[config.mk]
export PLATFORM = sky130hd
export DESIGN_NAME = led_status_ctrl_flat
export DESIGN_NICKNAME = d
export VERILOG_FILES = /design/src/rtl/led_status_pkg.sv /design/src/rtl/led_status_ctrl_if.sv /design/src/rtl/led_status_chan.sv /design/src/rtl/led_status_ctrl.sv /design/src/flat_wrapper.sv
export SDC_FILE = /design/constraint.sdc
export NUM_CORES = 1
export LEC_CHECK = 0
export CAP_MARGIN = 20
export CORE_ASPECT_RATIO = 1.75
export CORE_MARGIN = 2
export CORE_UTILIZATION = 48
export CTS_CLUSTER_SIZE = 20
export DETAILED_ROUTE_END_ITERATION = 6
export HOLD_SLACK_MARGIN = 0.06
export PLACE_DENSITY = 0.64
export SLEW_MARGIN = 20
export SYNTH_ARGS = -nofsm -noshare
export SYNTH_HDL_FRONTEND = slang
export SYNTH_SLANG_ARGS = --single-unit
[constraint.sdc]
create_clock -name clk -period 6.35 [get_ports clk]
set_input_delay 1.27 -clock clk [delete_from_list [all_inputs] [get_ports clk]]
set_output_delay 1.27 -clock clk [all_outputs]
set_load 0.01 [all_outputs]
[src/rtl/led_status_pkg.sv]
// led_status_pkg: shared mode encoding, channel phase enum and width helper for the LED engine.
package led_status_pkg;
   localparam logic [1:0] MODE_OFF   = 2'd0;
   localparam logic [1:0] MODE_ON    = 2'd1;
   localparam logic [1:0] MODE_BLINK = 2'd2;
   localparam logic [1:0] MODE_CODE  = 2'd3;
   typedef enum logic [1:0] {IDLE, ON_PH, OFF_PH, GAP} phase_e;
   function automatic int max2(input int a, input int b);
      return a > b ? a : b;
   endfunction
endpackage

[src/rtl/led_status_ctrl_if.sv]
// led_status_ctrl_if: configuration write port of the LED engine.
interface led_status_ctrl_if #(
   parameter int CH_W  = 2,
   parameter int ARG_W = 8
);
   logic             cfg_wr;
   logic [CH_W-1:0]  cfg_ch;
   logic [1:0]       cfg_mode;
   logic [ARG_W-1:0] cfg_arg;
   modport master (output cfg_wr, cfg_ch, cfg_mode, cfg_arg);
   modport slave  (input cfg_wr, cfg_ch, cfg_mode, cfg_arg);
endinterface

[src/rtl/led_status_chan.sv]
// led_status_chan: one LED channel; phase FSM, tick timer and CODE pulse counter.
// led is the active-high next-state drive so the top register adds only one cycle of latency.
module led_status_chan
   import led_status_pkg::*;
#(
   parameter int ARG_W      = 8,
   parameter int CODE_ON_T  = 200,
   parameter int CODE_OFF_T = 200,
   parameter int CODE_GAP_T = 1000
) (
   input  logic             clk,
   input  logic             reset_n,
   input  logic             tick,
   input  logic             wr,
   input  logic [1:0]       mode,
   input  logic [ARG_W-1:0] arg,
   output logic             led
);
   localparam int TW = $clog2(max2(max2(2 ** ARG_W, CODE_ON_T), max2(CODE_OFF_T, CODE_GAP_T)) + 1);

   logic [1:0]       mode_q, mode_d;
   logic [ARG_W-1:0] arg_q, arg_d, pcnt_q, pcnt_d;
   logic [TW-1:0]    tmr_q, tmr_d, tmr_inc, len;
   phase_e           ph_q, ph_d;

   always_comb begin
      mode_d  = mode_q;
      arg_d   = arg_q;
      pcnt_d  = pcnt_q;
      tmr_d   = tmr_q;
      ph_d    = ph_q;
      tmr_inc = tmr_q + TW'(1);
      len     = (mode_q == MODE_BLINK) ? TW'(arg_q) + TW'(1) :
                (ph_q == ON_PH)        ? TW'(CODE_ON_T) :
                (ph_q == OFF_PH)       ? TW'(CODE_OFF_T) : TW'(CODE_GAP_T);
      // a write takes priority over a coincident tick, which is then not counted
      if (wr) begin
         mode_d = mode;
         arg_d  = arg;
         tmr_d  = '0;
         pcnt_d = ARG_W'(1);
         ph_d   = (mode == MODE_BLINK || (mode == MODE_CODE && arg != '0)) ? ON_PH : IDLE;
      end else if (tick && ph_q != IDLE) begin
         tmr_d = tmr_inc;
         if (tmr_inc == len) begin
            tmr_d = '0;
            if (mode_q == MODE_BLINK)
               ph_d = (ph_q == ON_PH) ? OFF_PH : ON_PH;
            else if (ph_q == ON_PH) begin
               ph_d   = (pcnt_q == arg_q) ? GAP : OFF_PH;
               pcnt_d = (pcnt_q == arg_q) ? ARG_W'(1) : pcnt_q + ARG_W'(1);
            end else
               ph_d = ON_PH;
         end
      end
      led = (ph_d == ON_PH) || (mode_d == MODE_ON);
   end

   always_ff @(posedge clk or negedge reset_n) begin
      if (!reset_n) begin
         mode_q <= MODE_OFF;
         arg_q  <= '0;
         pcnt_q <= '0;
         tmr_q  <= '0;
         ph_q   <= IDLE;
      end else begin
         mode_q <= mode_d;
         arg_q  <= arg_d;
         pcnt_q <= pcnt_d;
         tmr_q  <= tmr_d;
         ph_q   <= ph_d;
      end
   end
endmodule

[src/rtl/led_status_ctrl.sv]
// led_status_ctrl: multi-channel LED indicator engine with shared tick prescaler.
module led_status_ctrl
   import led_status_pkg::*;
#(
   parameter int NUM_CH     = 4,
   parameter int CLK_HZ     = 100000000,
   parameter int TICK_HZ    = 1000,
   parameter int ARG_W      = 8,
   parameter int CODE_ON_T  = 200,
   parameter int CODE_OFF_T = 200,
   parameter int CODE_GAP_T = 1000,
   parameter bit ACTIVE_LOW = 1'b0
) (
   input  logic              clk,
   input  logic              reset_n,
   led_status_ctrl_if.slave  cfg,
   output logic [NUM_CH-1:0] led_out,
   output logic              tick_out
);
   localparam int TICK_DIV = CLK_HZ / TICK_HZ;
   localparam int CH_W     = NUM_CH > 1 ? $clog2(NUM_CH) : 1;
   localparam int PW       = TICK_DIV > 1 ? $clog2(TICK_DIV) : 1;

   if (TICK_DIV < 2) begin : g_bad_div
      $error("led_status_ctrl: CLK_HZ/TICK_HZ must be at least 2");
   end

   logic [PW-1:0]     cnt_q, cnt_d;
   logic              tick_q, tick_d, wr_ok;
   logic [NUM_CH-1:0] led_act, led_q, led_d;

   always_comb begin
      cnt_d  = (cnt_q == PW'(TICK_DIV - 1)) ? '0 : cnt_q + PW'(1);
      tick_d = cnt_q == PW'(TICK_DIV - 1);
      wr_ok  = cfg.cfg_wr && int'(cfg.cfg_ch) < NUM_CH;
      led_d  = led_act ^ {NUM_CH{ACTIVE_LOW}};
   end

   for (genvar i = 0; i < NUM_CH; i++) begin : g_ch
      led_status_chan #(
         .ARG_W(ARG_W), .CODE_ON_T(CODE_ON_T), .CODE_OFF_T(CODE_OFF_T), .CODE_GAP_T(CODE_GAP_T)
      ) u_chan (
         .clk(clk), .reset_n(reset_n), .tick(tick_q),
         .wr(wr_ok && cfg.cfg_ch == CH_W'(i)),
         .mode(cfg.cfg_mode), .arg(cfg.cfg_arg), .led(led_act[i])
      );
   end

   always_ff @(posedge clk or negedge reset_n) begin
      if (!reset_n) begin
         cnt_q  <= '0;
         tick_q <= 1'b0;
         led_q  <= {NUM_CH{ACTIVE_LOW}};
      end else begin
         cnt_q  <= cnt_d;
         tick_q <= tick_d;
         led_q  <= led_d;
      end
   end

   assign led_out  = led_q;
   assign tick_out = tick_q;
endmodule

[src/flat_wrapper.sv]
// flat-port wrapper written by rule: the top's interface ports become plain ports
module led_status_ctrl_flat import led_status_pkg::*;
#(
   parameter int NUM_CH     = 4,
   parameter int CLK_HZ     = 100000000,
   parameter int TICK_HZ    = 1000,
   parameter int ARG_W      = 8,
   parameter int CODE_ON_T  = 200,
   parameter int CODE_OFF_T = 200,
   parameter int CODE_GAP_T = 1000,
   parameter bit ACTIVE_LOW = 1'b0
)
  (clk, reset_n, led_out, tick_out, cfg_cfg_wr, cfg_cfg_ch, cfg_cfg_mode, cfg_cfg_arg);
  led_status_ctrl_if #(.CH_W(2), .ARG_W(ARG_W)) cfg_i ();
  input  logic clk;
  input  logic reset_n;
  output logic [NUM_CH-1:0] led_out;
  output logic tick_out;
  input wire logic [$bits(cfg_i.cfg_wr)-1:0] cfg_cfg_wr;
  input wire logic [$bits(cfg_i.cfg_ch)-1:0] cfg_cfg_ch;
  input wire logic [$bits(cfg_i.cfg_mode)-1:0] cfg_cfg_mode;
  input wire logic [$bits(cfg_i.cfg_arg)-1:0] cfg_cfg_arg;
  assign cfg_i.cfg_wr = cfg_cfg_wr;
  assign cfg_i.cfg_ch = cfg_cfg_ch;
  assign cfg_i.cfg_mode = cfg_cfg_mode;
  assign cfg_i.cfg_arg = cfg_cfg_arg;
  led_status_ctrl #(.NUM_CH(NUM_CH), .CLK_HZ(CLK_HZ), .TICK_HZ(TICK_HZ), .ARG_W(ARG_W), .CODE_ON_T(CODE_ON_T), .CODE_OFF_T(CODE_OFF_T), .CODE_GAP_T(CODE_GAP_T), .ACTIVE_LOW(ACTIVE_LOW)) u_core (.clk(clk), .reset_n(reset_n), .cfg(cfg_i), .led_out(led_out), .tick_out(tick_out));
endmodule
==> results.toml <==
[outcome]
status = "finished, final reports clean"

[cells_and_area]
multi_input_area_sq_um = 5186
ff_latch_area_sq_um = 3553
antenna_cells = 0
layout.nets = 1076
final-instance-count-excl-fill = 1291
area_growth_pct = 9.870
drive_gt1_frac = 0.06553
fillers = 1772

[yosys]
netlist_area_sq_um = 9014
ys_async_sr_fraction = 1.000
yosys-top-cells-count = "nand2_1 (203), dfrtp_1 (142), xor2_1 (65)"
syn_area_per_cell_sq_um = 8.667
ys_ff_latch = 142
yosysSeqAreaShare = 0.3942
synth_top_area_frac = 0.3942
yosysTopAreaCell = "dfrtp_1"
synth_flop_cell = "dfrtp_1"
netlist_top_cells_area = "dfrtp_1 (39%), nand2_1 (8.5%), xor2_1 (6.3%)"
synth_edf_count = 0
yosysMostFrequentCell = "nand2_1"
yosysWarnings = 0
synth_cell_types = 72
syn_nets = 1076
syn_inst = 1040

[worst_setup_path]
crit_path_start_kind = "flop"
crit_path_end_kind = "flop"
crit_fanout = 11
rr_worst_depth = 8
r2r-start = "u_core.g_ch[1].u_chan.tmr_q[0]"
worstPathArrival_ns = 3.71
r2r_end = "u_core.g_ch[1].u_chan.pcnt_q[3]"
critPathKind = "flop to flop"
r2r_setup_slack_ns = 2.96
cp.required_ns = 6.67

[global_route]
busiest_layer = "met2"
use_met1 = 0.2505
antenna_found_initial = 0
grt_pass1_wl_mm = 35.21
grt_usage = 0.2233
grt_util_met3 = 0.04258
use_met2 = 0.4096
overflow = 0
grt_max_degree = 94
grt_pass1_vias = 7272

[drt]
final_antenna_net_count = 0
vias_per_cell = 5.796
vias = 7482
drt_wl_total_mm = 21.17
drc = 0
wl_per_cell_um = 16.40
drt_iter0_drc = 420
dr.pass1.iters = 6

[flow_run]
maxCapViolations = 0

[clock_network]
cts_tree = "done"
clk_path_buf_depth = 2
clock_latency_ns = 0.44
cts.sinks = 142
cts_resized = 0
htreeDepth = 4
post-cts-setup-buffers = 0
cts_root_buffer = "clkbuf_16"
cts-buffers-inserted = 17
clkSlewWorstSetupHoldPaths_ns = 0.06
hold_buffers = 0

[timing]
setup_viol = 0
timing.final.crit_share = 0.5337
clock.fmax_mhz = 295.1
rsz0062_at_grt = "false"
hold_violations = 0
fin_skew_ns = 0.007922
max-slew-margin-rel = 0.3775
slew_viol_final = 0
final.min_clock_period_ns = 3.389
tns_ns = 0
worst_slew_pin_slew_ns = 0.9282

[power_and_ir_drop]
p_leak_nw = 4.371
p_per_area_nw_per_um2 = 233.1
vdd_drop_max_mv = 0.1752

[worst_hold_path]
min_from = "u_core.cnt_q[4]"
whs_endpoint = "u_core.cnt_q[4]"
hp-class = "flop to flop"
worstHoldPathCells = 1

[placed_design]
dp_hpwl_mm = 15.13
io_buffer_count = 19
place_congestion = 0.8164
place_inst = 1259

[floorplan]
row_count = 66
io_pins = 20
die_w_um = 107.6
coreArea_sq_um = 18500
die_h_um = 185.3
die_area_sq_um = 19930
start_util = 0.4873
==> kinds of logic (layout without fill, tap and decap cells) <==
group | Yosys count | count (layout) | share of synthesized area
AOI/OAI and AO/OA | 192 | 192 | 0.1495
xor gates and xnor gates | 110 | 110 | 0.1115
adders and majority gates | 21 | 21 | 0.02915
buffers and inverters | 68 | 81 | 0.03095
DFF | 142 | 142 | 0.3942
muxes | 17 | 17 | 0.01971
and+or+nand+nor | 490 | 490 | 0.2650
==> worst max-delay path by stage <==
| stage | from | to | slack, ns |
|---|---|---|---|
| 3_5_place_dp | cfg_cfg_ch[1] | u_core.g_ch[1].u_chan.tmr_q[7] | 2.71 |
| 6_report | u_core.g_ch[1].u_chan.tmr_q[0] | u_core.g_ch[1].u_chan.pcnt_q[3] | 2.96 |
| 3_3_place_gp | cfg_cfg_ch[1] | u_core.g_ch[1].u_chan.tmr_q[7] | 2.76 |
| 5_1_grt | u_core.g_ch[1].u_chan.tmr_q[0] | u_core.g_ch[1].u_chan.pcnt_q[0] | 2.69 |
| 2_1_floorplan | u_core.g_ch[1].u_chan.tmr_q[0] | u_core.g_ch[1].u_chan.pcnt_q[2] | 3.56 |
| 4_1_cts | u_core.g_ch[1].u_chan.tmr_q[0] | u_core.g_ch[1].u_chan.pcnt_q[3] | 3.01 |
==> cells in the final DEF, fill, tap and decap left out, types with 7 or more instances in the layout <==
cell type        netlist  layout
a211oi_1              10      10
a21o_1                11      11
a21oi_1               29      29
a22o_1                19      19
a31oi_1               25      25
and2_1                 8       8
and3_1                13      13
clkbuf_16              0      17
clkdlybuf4s50_1        0      18
dfrtp_1              142     142
ha_1                  21      21
inv_1                 26      26
mux2i_1               11      11
nand2_1              203     203
nand2b_1              28      28
nand3_1               61      61
nand3b_1               7       7
nand4_1               18      18
nor2_1                55      55
nor2b_1                9       9
nor3_1                23      22
nor4_1                18      18
o21a_1                12      12
o21ai_0               34      34
or2_2                 13      13
xnor2_1               42      42
xor2_1                65      65
==> critical path, cell delays in order, from the launching register on <==
cell and delay [ns]:
dfrtp_1 0.50, nand3_2 0.27, o21a_1 0.30, or4_1 0.52, a221o_1 0.37, a2111oi_4 0.55
a31oi_1 0.38, o21bai_1 0.26, o2bb2ai_1 0.12
==> cell type report <==
| cell class | count | area share |
|---|---|---|
| Timing Repair Buffer | 23 | 0.02236 |
| Clock buffer | 20 | 0.04611 |
| Inverter | 26 | 0.009855 |
| Multi-Input combinational cell | 830 | 0.5237 |
| Clock inverter | 12 | 0.009097 |
| Tap cell | 238 | 0.03007 |
| Sequential cell | 142 | 0.3588 |
==> power by group <==
group	switching [mW]	total (mW)	internal, mW
clock network	0.407	0.927	0.520
registers	0.0862	1.04	0.956
logic	0.188	0.339	0.150
total	0.681	2.31	1.63
==> through the flow <==
stage | area (sq um) | total power, mW | hold WS [ns] | setup slack [ns] | util
finish | 9903 | 2.308 | 0.4718 | 2.961 | 0.5354
global route | 9903 | 2.418 | 0.4977 | 2.687 | 0.5354
CTS | 9898 | 2.333 | 0.4779 | 3.012 | 0.5351
detailed placement | 9351 | 1.399 | 0.4659 | 2.713 | 0.5055
global placement | 9351 | 1.392 | 0.4659 | 2.763 | 0.5055
floorplan | 9014 | 1.282 | 0.4376 | 3.557 | -
==> metal layers <==
| layer | vias to the layer above | wire length, um |
|---|---|---|
| li1 | 3685 | - |
| met1 | 3647 | 8625 |
| met2 | 115 | 11380 |
| met3 | 35 | 681 |
| met4 | 0 | 485 |
| met5 | - | 0 |
==> registers in the layout, summed over array words and instances (netlist names) <==
name,cells
u_core.g_ch.u_chan.arg_q,32
u_core.cnt_q,17
u_core.g_ch.u_chan.tmr_q,40
u_core.tick_out,1
u_core.led_out,4
u_core.g_ch.u_chan.mode_q,8
u_core.g_ch.u_chan.pcnt_q,32
u_core.g_ch.u_chan.ph_q,8
Note: power is estimated with default switching activity, not from simulation.
